--- src/rtl/stack_queue_calc_pkg.sv ---
// Shared types and constants for the stack/queue RPN calculator.
package stack_queue_calc_pkg;

  localparam int unsigned DEPTH   = 32;
  localparam int unsigned WIDTH   = 16;
  localparam int unsigned PTR_W   = $clog2(DEPTH);
  localparam int unsigned CNT_W   = $clog2(DEPTH + 1);
  localparam int unsigned NUM_BTN = 5;
  localparam int unsigned NUM_OP  = 4;

  localparam int unsigned BTN_PUSH = 0;
  localparam int unsigned BTN_ADD  = 1;
  localparam int unsigned BTN_SUB  = 2;
  localparam int unsigned BTN_POP  = 3;

  typedef enum logic [2:0] {
    ST_IDLE, ST_RD1, ST_RM1, ST_RD2, ST_RM2, ST_CALC, ST_WR, ST_DONE
  } state_e;

  typedef enum logic [1:0] {OP_PUSH, OP_ADD, OP_SUB, OP_POP} op_e;

  // Fixed priority among simultaneous button edges: push > add > sub > pop.
  function automatic op_e btn_to_op(input logic [NUM_OP-1:0] e);
    if (e[BTN_PUSH])     return OP_PUSH;
    else if (e[BTN_ADD]) return OP_ADD;
    else if (e[BTN_SUB]) return OP_SUB;
    else                 return OP_POP;
  endfunction

endpackage

--- src/rtl/stack_queue_calc_if.sv ---
// Board-facing signal bundle of the calculator: mode, switches, buttons, display, LEDs.
interface stack_queue_calc_if #(parameter int unsigned WIDTH = 16);
  logic             stackQueue;
  logic [WIDTH-1:0] switches;
  logic [4:0]       btns;
  logic [WIDTH-1:0] sseg;
  logic             empty;
  logic             full;

  modport master (output stackQueue, switches, btns, input sseg, empty, full);
  modport slave  (input stackQueue, switches, btns, output sseg, empty, full);
endinterface

--- src/rtl/sq_mem_ctrl.sv ---
// Shared LIFO/FIFO storage with pointers, count, operation FSM and add/sub ALU.
module sq_mem_ctrl
  import stack_queue_calc_pkg::*;
#(
  parameter int unsigned DEPTH = stack_queue_calc_pkg::DEPTH,
  parameter int unsigned WIDTH = stack_queue_calc_pkg::WIDTH
) (
  input  logic             clk,
  input  logic             rst,
  input  logic             start_i,
  input  op_e              op_i,
  input  logic             mode_i,
  input  logic [WIDTH-1:0] wdata_i,
  output logic [WIDTH-1:0] sseg_o,
  output logic             empty_o,
  output logic             full_o
);

  localparam int unsigned PW = $clog2(DEPTH);
  localparam int unsigned CW = $clog2(DEPTH + 1);

  logic [WIDTH-1:0] memory [DEPTH];

  state_e           state_q, state_d;
  op_e              op_q, op_d;
  logic             mode_q, mode_d;
  logic [PW-1:0]    head_q, head_d, tail_q, tail_d;
  logic [CW-1:0]    count_q, count_d;
  logic [WIDTH-1:0] a_q, a_d, b_q, b_d, res_q, res_d, sseg_q, sseg_d;
  logic [WIDTH-1:0] rd_data_q, rd_data_d;
  logic             empty_q, empty_d, full_q, full_d;
  logic             we_c, remove_c;
  logic [PW-1:0]    rd_addr_c;

  always_comb begin
    state_d   = state_q;
    op_d      = op_q;
    mode_d    = mode_q;
    head_d    = head_q;
    tail_d    = tail_q;
    count_d   = count_q;
    a_d       = a_q;
    b_d       = b_q;
    res_d     = res_q;
    sseg_d    = sseg_q;
    we_c      = 1'b0;
    remove_c  = 1'b0;
    rd_addr_c = mode_q ? head_q : tail_q - PW'(1);

    case (state_q)
      ST_IDLE: begin
        if (start_i) begin
          op_d   = op_i;
          mode_d = mode_i;
          case (op_i)
            OP_PUSH: if (!full_q) begin
              res_d   = wdata_i;
              state_d = ST_WR;
            end
            OP_POP:  if (!empty_q) state_d = ST_RD1;
            default: if (count_q >= CW'(2)) state_d = ST_RD1;
          endcase
        end
      end
      ST_RD1: state_d = ST_RM1;
      ST_RM1: begin
        remove_c = 1'b1;
        a_d      = rd_data_q;
        if (op_q == OP_POP) begin
          sseg_d  = rd_data_q;
          state_d = ST_DONE;
        end else begin
          state_d = ST_RD2;
        end
      end
      ST_RD2: state_d = ST_RM2;
      ST_RM2: begin
        remove_c = 1'b1;
        b_d      = rd_data_q;
        state_d  = ST_CALC;
      end
      ST_CALC: begin
        res_d   = (op_q == OP_SUB) ? a_q - b_q : a_q + b_q;
        state_d = ST_WR;
      end
      ST_WR: begin
        we_c    = 1'b1;
        tail_d  = tail_q + PW'(1);
        count_d = count_q + CW'(1);
        sseg_d  = res_q;
        state_d = ST_DONE;
      end
      default: state_d = ST_IDLE;
    endcase

    // Stack removes from the tail side, queue from the head side.
    if (remove_c) begin
      count_d = count_q - CW'(1);
      if (mode_q) head_d = head_q + PW'(1);
      else        tail_d = tail_q - PW'(1);
    end

    empty_d   = (count_d == CW'(0));
    full_d    = (count_d == CW'(DEPTH));
    rd_data_d = memory[rd_addr_c];
  end

  always_ff @(posedge clk) begin
    if (!rst) begin
      state_q <= ST_IDLE;
      op_q    <= OP_PUSH;
      mode_q  <= 1'b0;
      head_q  <= '0;
      tail_q  <= '0;
      count_q <= '0;
      a_q     <= '0;
      b_q     <= '0;
      res_q   <= '0;
      sseg_q  <= '0;
      empty_q <= 1'b1;
      full_q  <= 1'b0;
    end else begin
      state_q <= state_d;
      op_q    <= op_d;
      mode_q  <= mode_d;
      head_q  <= head_d;
      tail_q  <= tail_d;
      count_q <= count_d;
      a_q     <= a_d;
      b_q     <= b_d;
      res_q   <= res_d;
      sseg_q  <= sseg_d;
      empty_q <= empty_d;
      full_q  <= full_d;
    end
  end

  // Storage is deliberately not cleared by reset.
  always_ff @(posedge clk) begin
    rd_data_q <= rd_data_d;
    if (we_c) memory[tail_q] <= res_q;
  end

  assign sseg_o  = sseg_q;
  assign empty_o = empty_q;
  assign full_o  = full_q;

endmodule

--- src/rtl/stack_queue_calc.sv ---
// Calculator top: button conditioning, rising-edge detect and storage controller.
// STACK_QUEUE_CALC_DEBOUNCE_EN adds a synchronizer + 2^20-cycle debouncer per button.
module stack_queue_calc
  import stack_queue_calc_pkg::*;
#(
  parameter int unsigned DEPTH = stack_queue_calc_pkg::DEPTH,
  parameter int unsigned WIDTH = stack_queue_calc_pkg::WIDTH
) (
  input  logic                clk,
  input  logic                rst,
  stack_queue_calc_if.slave   io
);

  logic [NUM_OP-1:0] btn_clean_c;
  logic [NUM_OP-1:0] btn_prev_q, btn_prev_d;
  logic [NUM_OP-1:0] edge_q, edge_d;
  logic              btn_unused_c;
  op_e               op_c;

  assign btn_unused_c = io.btns[NUM_BTN-1];

`ifdef STACK_QUEUE_CALC_DEBOUNCE_EN
  localparam int unsigned DB_CNT_W = 20;

  for (genvar i = 0; i < NUM_OP; i++) begin : g_db
    logic [1:0]          sync_q, sync_d;
    logic [DB_CNT_W-1:0] cnt_q, cnt_d;
    logic                stable_q, stable_d;

    // Accept a new level only after it has differed from the current one for 2^20 cycles.
    always_comb begin
      sync_d   = {sync_q[0], io.btns[i]};
      cnt_d    = cnt_q;
      stable_d = stable_q;
      if (sync_q[1] == stable_q) begin
        cnt_d = '0;
      end else if (&cnt_q) begin
        cnt_d    = '0;
        stable_d = sync_q[1];
      end else begin
        cnt_d = cnt_q + DB_CNT_W'(1);
      end
    end

    always_ff @(posedge clk) begin
      if (!rst) begin
        sync_q   <= '0;
        cnt_q    <= '0;
        stable_q <= 1'b0;
      end else begin
        sync_q   <= sync_d;
        cnt_q    <= cnt_d;
        stable_q <= stable_d;
      end
    end

    assign btn_clean_c[i] = stable_q;
  end
`else
  assign btn_clean_c = io.btns[NUM_OP-1:0];
`endif

  always_comb begin
    btn_prev_d = btn_clean_c;
    edge_d     = btn_clean_c & ~btn_prev_q;
    op_c       = btn_to_op(edge_q);
  end

  always_ff @(posedge clk) begin
    if (!rst) begin
      btn_prev_q <= '0;
      edge_q     <= '0;
    end else begin
      btn_prev_q <= btn_prev_d;
      edge_q     <= edge_d;
    end
  end

  sq_mem_ctrl #(.DEPTH(DEPTH), .WIDTH(WIDTH)) m1 (
    .clk     (clk),
    .rst     (rst),
    .start_i (|edge_q),
    .op_i    (op_c),
    .mode_i  (io.stackQueue),
    .wdata_i (io.switches),
    .sseg_o  (io.sseg),
    .empty_o (io.empty),
    .full_o  (io.full)
  );

endmodule

--- src/flat_wrapper.sv ---
// flat-port wrapper written by rule: the top's interface ports become plain ports
module stack_queue_calc_flat import stack_queue_calc_pkg::*;
#(
  parameter int unsigned DEPTH = stack_queue_calc_pkg::DEPTH,
  parameter int unsigned WIDTH = stack_queue_calc_pkg::WIDTH
)
  (clk, rst, io_stackQueue, io_switches, io_btns, io_sseg, io_empty, io_full);
  stack_queue_calc_if #(.WIDTH(WIDTH)) io_i ();
  input  logic clk;
  input  logic rst;
  input wire logic [$bits(io_i.stackQueue)-1:0] io_stackQueue;
  input wire logic [$bits(io_i.switches)-1:0] io_switches;
  input wire logic [$bits(io_i.btns)-1:0] io_btns;
  output wire logic [$bits(io_i.sseg)-1:0] io_sseg;
  output wire logic [$bits(io_i.empty)-1:0] io_empty;
  output wire logic [$bits(io_i.full)-1:0] io_full;
  assign io_i.stackQueue = io_stackQueue;
  assign io_i.switches = io_switches;
  assign io_i.btns = io_btns;
  assign io_sseg = io_i.sseg;
  assign io_empty = io_i.empty;
  assign io_full = io_i.full;
  stack_queue_calc #(.DEPTH(DEPTH), .WIDTH(WIDTH)) u_core (.clk(clk), .rst(rst), .io(io_i));
endmodule
--- config.mk ---
export PLATFORM = sky130hd
export DESIGN_NAME = stack_queue_calc_flat
export DESIGN_NICKNAME = d
export VERILOG_FILES = /design/src/rtl/stack_queue_calc_pkg.sv /design/src/rtl/stack_queue_calc_if.sv /design/src/rtl/sq_mem_ctrl.sv /design/src/rtl/stack_queue_calc.sv /design/src/flat_wrapper.sv
export SDC_FILE = /design/constraint.sdc
export NUM_CORES = 1
export LEC_CHECK = 0
export BUFFER_PORTS_ARGS = -buffer_cell sky130_fd_sc_hd__buf_2
export CAP_MARGIN = 10
export CELL_PAD_IN_SITES_DETAIL_PLACEMENT = 0
export CELL_PAD_IN_SITES_GLOBAL_PLACEMENT = 1
export CORE_MARGIN = 1
export CORE_UTILIZATION = 45
export CTS_BUF_LIST = sky130_fd_sc_hd__clkbuf_4 sky130_fd_sc_hd__clkbuf_8 sky130_fd_sc_hd__clkbuf_16
export DETAILED_ROUTE_END_ITERATION = 12
export GPL_TIMING_DRIVEN = 0
export PLACE_DENSITY_LB_ADDON = 0.15
export RECOVER_POWER = 100
export SLEW_MARGIN = 20
export SYNTH_ARGS = -nofsm -noshare
export SYNTH_HDL_FRONTEND = slang
export SYNTH_HIERARCHICAL = 1
export SYNTH_SLANG_ARGS = --single-unit
--- constraint.sdc ---
create_clock -name clk -period 7.1 [get_ports clk]
set_input_delay 0.71 -clock clk [delete_from_list [all_inputs] [get_ports clk]]
set_output_delay 0.71 -clock clk [all_outputs]
set_load 0.02 [all_outputs]
==> summary.txt <==
Timing
  • Min Tclk post-route: 5.78 ns
  • RSZ-0062 raised after global routing: false
  • Sum Neg Setup Slack: 0 ns
  • Slew margin rel.: -42.9%
  • Fin crit share: 81.4%
  • Fmax: 173 MHz
  • Fin. Hold Viols: 0
  • Minimum hold slack: 0.336 ns
  • Setup violators final: 0
  • Slew Limit Fails: 433
  • Clk_skew: 0.0252 ns
  • Slew @ Worst Pin: 2.14 ns

Final layout
  • Fin area: 29700 sq um
  • Area grow syn2layout: 13.2%
  • Fraction of layout cells with a size suffix above 1: 13.8%
  • # fillers: 4927
  • Number of diodes: 0
  • # nets final: 2058

Power and ir drop
  • Cell area power density: 438 nW/um^2
  • P_sw: 4.92 mW
  • Sequential fraction of design power: 34.6%
  • Comb pwr share: 38.4%
  • Sw Share: 37.8%
  • Int Power: 8.09 mW
  • Clk pwr share: 27.0%
  • Worst VDD drop: 0.000227 V
  • Leakage: 10.2 nW

Worst hold path
  • HP Class: in -> reg

Route
  • Final ANT Viol Nets: 0
  • Number of detailed-route iterations in the first pass: 9
  • DR vias: 16697
  • WL/cell: 27.6 microns
  • Post-Route WL: 78000 microns
  • Vias/cell: 5.92
  • Drt drc: 0
  • Detailed Route Iter0 Violations: 1841

Run
  • Max-cap viol count: 20

CTS
  • CTS Buffer Depth: 3
  • Later-pin clock latency in the skew report: 0.61 ns
  • Cts repair resizes: 0
  • Cts hold-fix bufs: 0
  • CTS H-Tree Depth: 3
  • Clock tree sinks: 624
  • Clock root cell: clkbuf_16
  • Worst-path clk slew: 0.06 ns
  • TritonCTS clock tree: yes
  • CTS buffer count: 69
  • Setup Fix Bufs, Post-CTS: 0

Synth
  • Adder-cell share of the synthesized area: 1.36%
  • Main synth FF type: edfxtp_1
  • Post-synthesis simple-gate area fraction: 9.41%
  • Post-synth net total: 1915
  • Share of the synthesized area in the top cell type: 58.5%
  • Synth cell types: 78
  • Xor-xnor portion of the synthesized cell area: 1.30%
  • Synth Instances: 1863
  • Ys async rst share: 0%
  • Top cell type by total area after synthesis: edfxtp_1
  • Largest family of logic cells by synthesized area: compound AO/OA/AOI/OAI gates
  • Synth top area cells: edfxtp_1 59%, dfxtp_1 8.5%, mux4_2 7.0%
  • Sequential share of the synthesized area: 67.0%
  • Number of enable flip-flop cells after synthesis: 512
  • Synth Register Bits: 624
  • Mux contribution to synthesized area: 8.17%
  • Syn avg cell area: 14.1 sq um
  • Synth warn: 6
  • Mapped cell area: 26300 sq um
  • Compound-cell area share of the yosys netlist: 10.2%

GRT
  • Initial antenna violation count: 1
  • First-pass GRT wire length: 112000 microns
  • Vias in the first global route: 16331
  • Tot GR Track Use: 26.5%
  • GRT Residual Overflow: 0
  • Largest net degree at the start of global routing: 35

Place
  • DP HPWL: 52900 microns
  • Post-DP Area: 28100 sq um
  • PortBufs: 40
  • Routability-driven placement congestion ratio: 0.883

Die
  • Die area: 59400 sq um
  • Std cell rows: 88
  • Core ar.: 57700 sq um
  • Top Ports: 42
  • Die extent in y: 244 microns
  • DIE WIDTH: 244 microns
  • Initial Util: 45.5%

Critical path
  • Worst EP arrival: 6.22 ns
  • R2R Setup Slk: 1.32 ns
  • Crit path capture type: flip-flop
  • CP Launch Type: flip-flop
  • Worst EP required: 7.54 ns
  • Critical path type: reg -> reg
  • Worst Path Max Fanout: 12

Run status
  • Status: finished, violations left
  • Failing checks: max-capacitance violations, max-slew violations
==> worst max-delay path: stages (launching register included) <==
cell and delay, ns:
dfxtp_1 0.48, clkbuf_1 0.46, inv_1 0.34, clkbuf_1 0.48
ha_1 0.45, clkbuf_1 0.26, nor2b_1 0.21, clkbuf_1 0.30
nor2_8 0.34, buf_4 0.28, clkbuf_1 0.83, mux4_2 0.41
nand2_1 0.07, nand2_1 0.09, o22ai_1 0.45, a31oi_1 0.13
==> synth_stat cells, types with 9 or more instances <==
library cell,n
edfxtp_1,512
nand2_1,178
nor2_1,134
dfxtp_1,112
a21oi_1,105
mux4_2,82
o21ai_0,79
clkbuf_1,60
nor2b_1,45
nand3_1,36
a21boi_0,33
o22ai_1,32
mux2i_1,30
buf_2,29
ha_1,27
a31oi_1,25
xnor2_1,22
o211a_1,20
inv_1,19
nand2b_1,19
nor3_1,18
o221ai_1,18
xor2_1,17
and3_1,16
buf_4,14
o21ai_1,14
and2_1,11
a221o_1,9
o31ai_1,9
==> worst paths after layout <==
check | start | to | depth (start not counted)
max reg2reg | u_core/m1/tail_q[0] | u_core/m1/rd_data_q[3] | 15
max | u_core/m1/tail_q[0] | u_core/m1/rd_data_q[3] | 15
min reg2reg | u_core/btn_prev_q[0] | u_core/edge_q[0] | 1
min | io_btns[1] | u_core/btn_prev_q[1] | 2
==> cell type report <==
| class | instances | area [sq um] | share of cell area, % |
|---|---|---|---|
| Sequential cell | 624 | 17600 | 59.2 |
| Multi-Input combinational cell | 1105 | 7990 | 26.9 |
| Clock buffer | 91 | 1940 | 6.52 |
| Tap cell | 765 | 957 | 3.22 |
| Buffer | 114 | 558 | 1.88 |
| Timing Repair Buffer | 72 | 308 | 1.04 |
| Clock inverter | 31 | 289 | 0.972 |
| Inverter | 20 | 75.1 | 0.252 |
==> registers in the layout (all words and copies together), names as in the netlist <==
register	flops
u_core/m1/a_q	16
u_core/m1/head_q	5
u_core/m1/b_q	16
u_core/m1/res_q	16
u_core/m1/memory	512
u_core/edge_q	4
u_core/m1/full_o	1
u_core/m1/tail_q	5
u_core/m1/count_q	6
u_core/btn_prev_q	4
u_core/m1/mode_q	1
u_core/m1/sseg_o	16
u_core/m1/state_q	3
u_core/m1/op_q	2
u_core/m1/rd_data_q	16
u_core/m1/empty_o	1
==> cell usage in the layout (no fill, tap or decap), drive strengths merged, types with 30 or more instances in the layout <==
master	count
nor2b	49
o22ai	36
nand3	36
clkbuf	212
nand2	180
o21ai	94
mux4	82
mux2i	30
nor2	135
dfxtp	112
buf	65
a21oi	107
a21boi	33
edfxtp	512
==> cells by family (layout without fill, tap and decap cells) <==
logic type      count (synthesis)  count (layout)
compound gates                410             410
xor+xnor                       39              39
fa+ha+maj                      28              28
buf+inv                       134             328
flops                         624             624
mux                           112             112
simple gates                  516             516
==> metrics by stage <==
stage	util, %	setup WS, ns	cells	power, mW
after floorplan	-	4.20	1863	7.69
after global placement	47.6	2.39	2668	9.48
after detailed placement	48.8	2.51	2700	9.59
after CTS	52.6	2.48	2822	13.1
after global routing	51.5	1.20	2822	13.6
final	51.5	1.32	2822	13.0
==> power by group through the flow <==
stage	combinational (mW)	sequential, mW	clock, mW
after global routing	5.32	4.52	3.72
after CTS	5.03	4.50	3.58
after detailed placement	5.01	4.57	0
final	5.00	4.50	3.52
after global placement	4.81	4.67	0
after floorplan	3.20	4.49	0
==> layer usage <==
metal	global-route usage (%)	wire length [microns]	up-vias
met2	41.9	36400	607
met3	4.11	5150	140
met5	0	0	-
met4	9.32	2970	0
met1	37.2	33400	8535
li1	-	-	7415
Note: power is estimated with default switching activity, not from simulation.
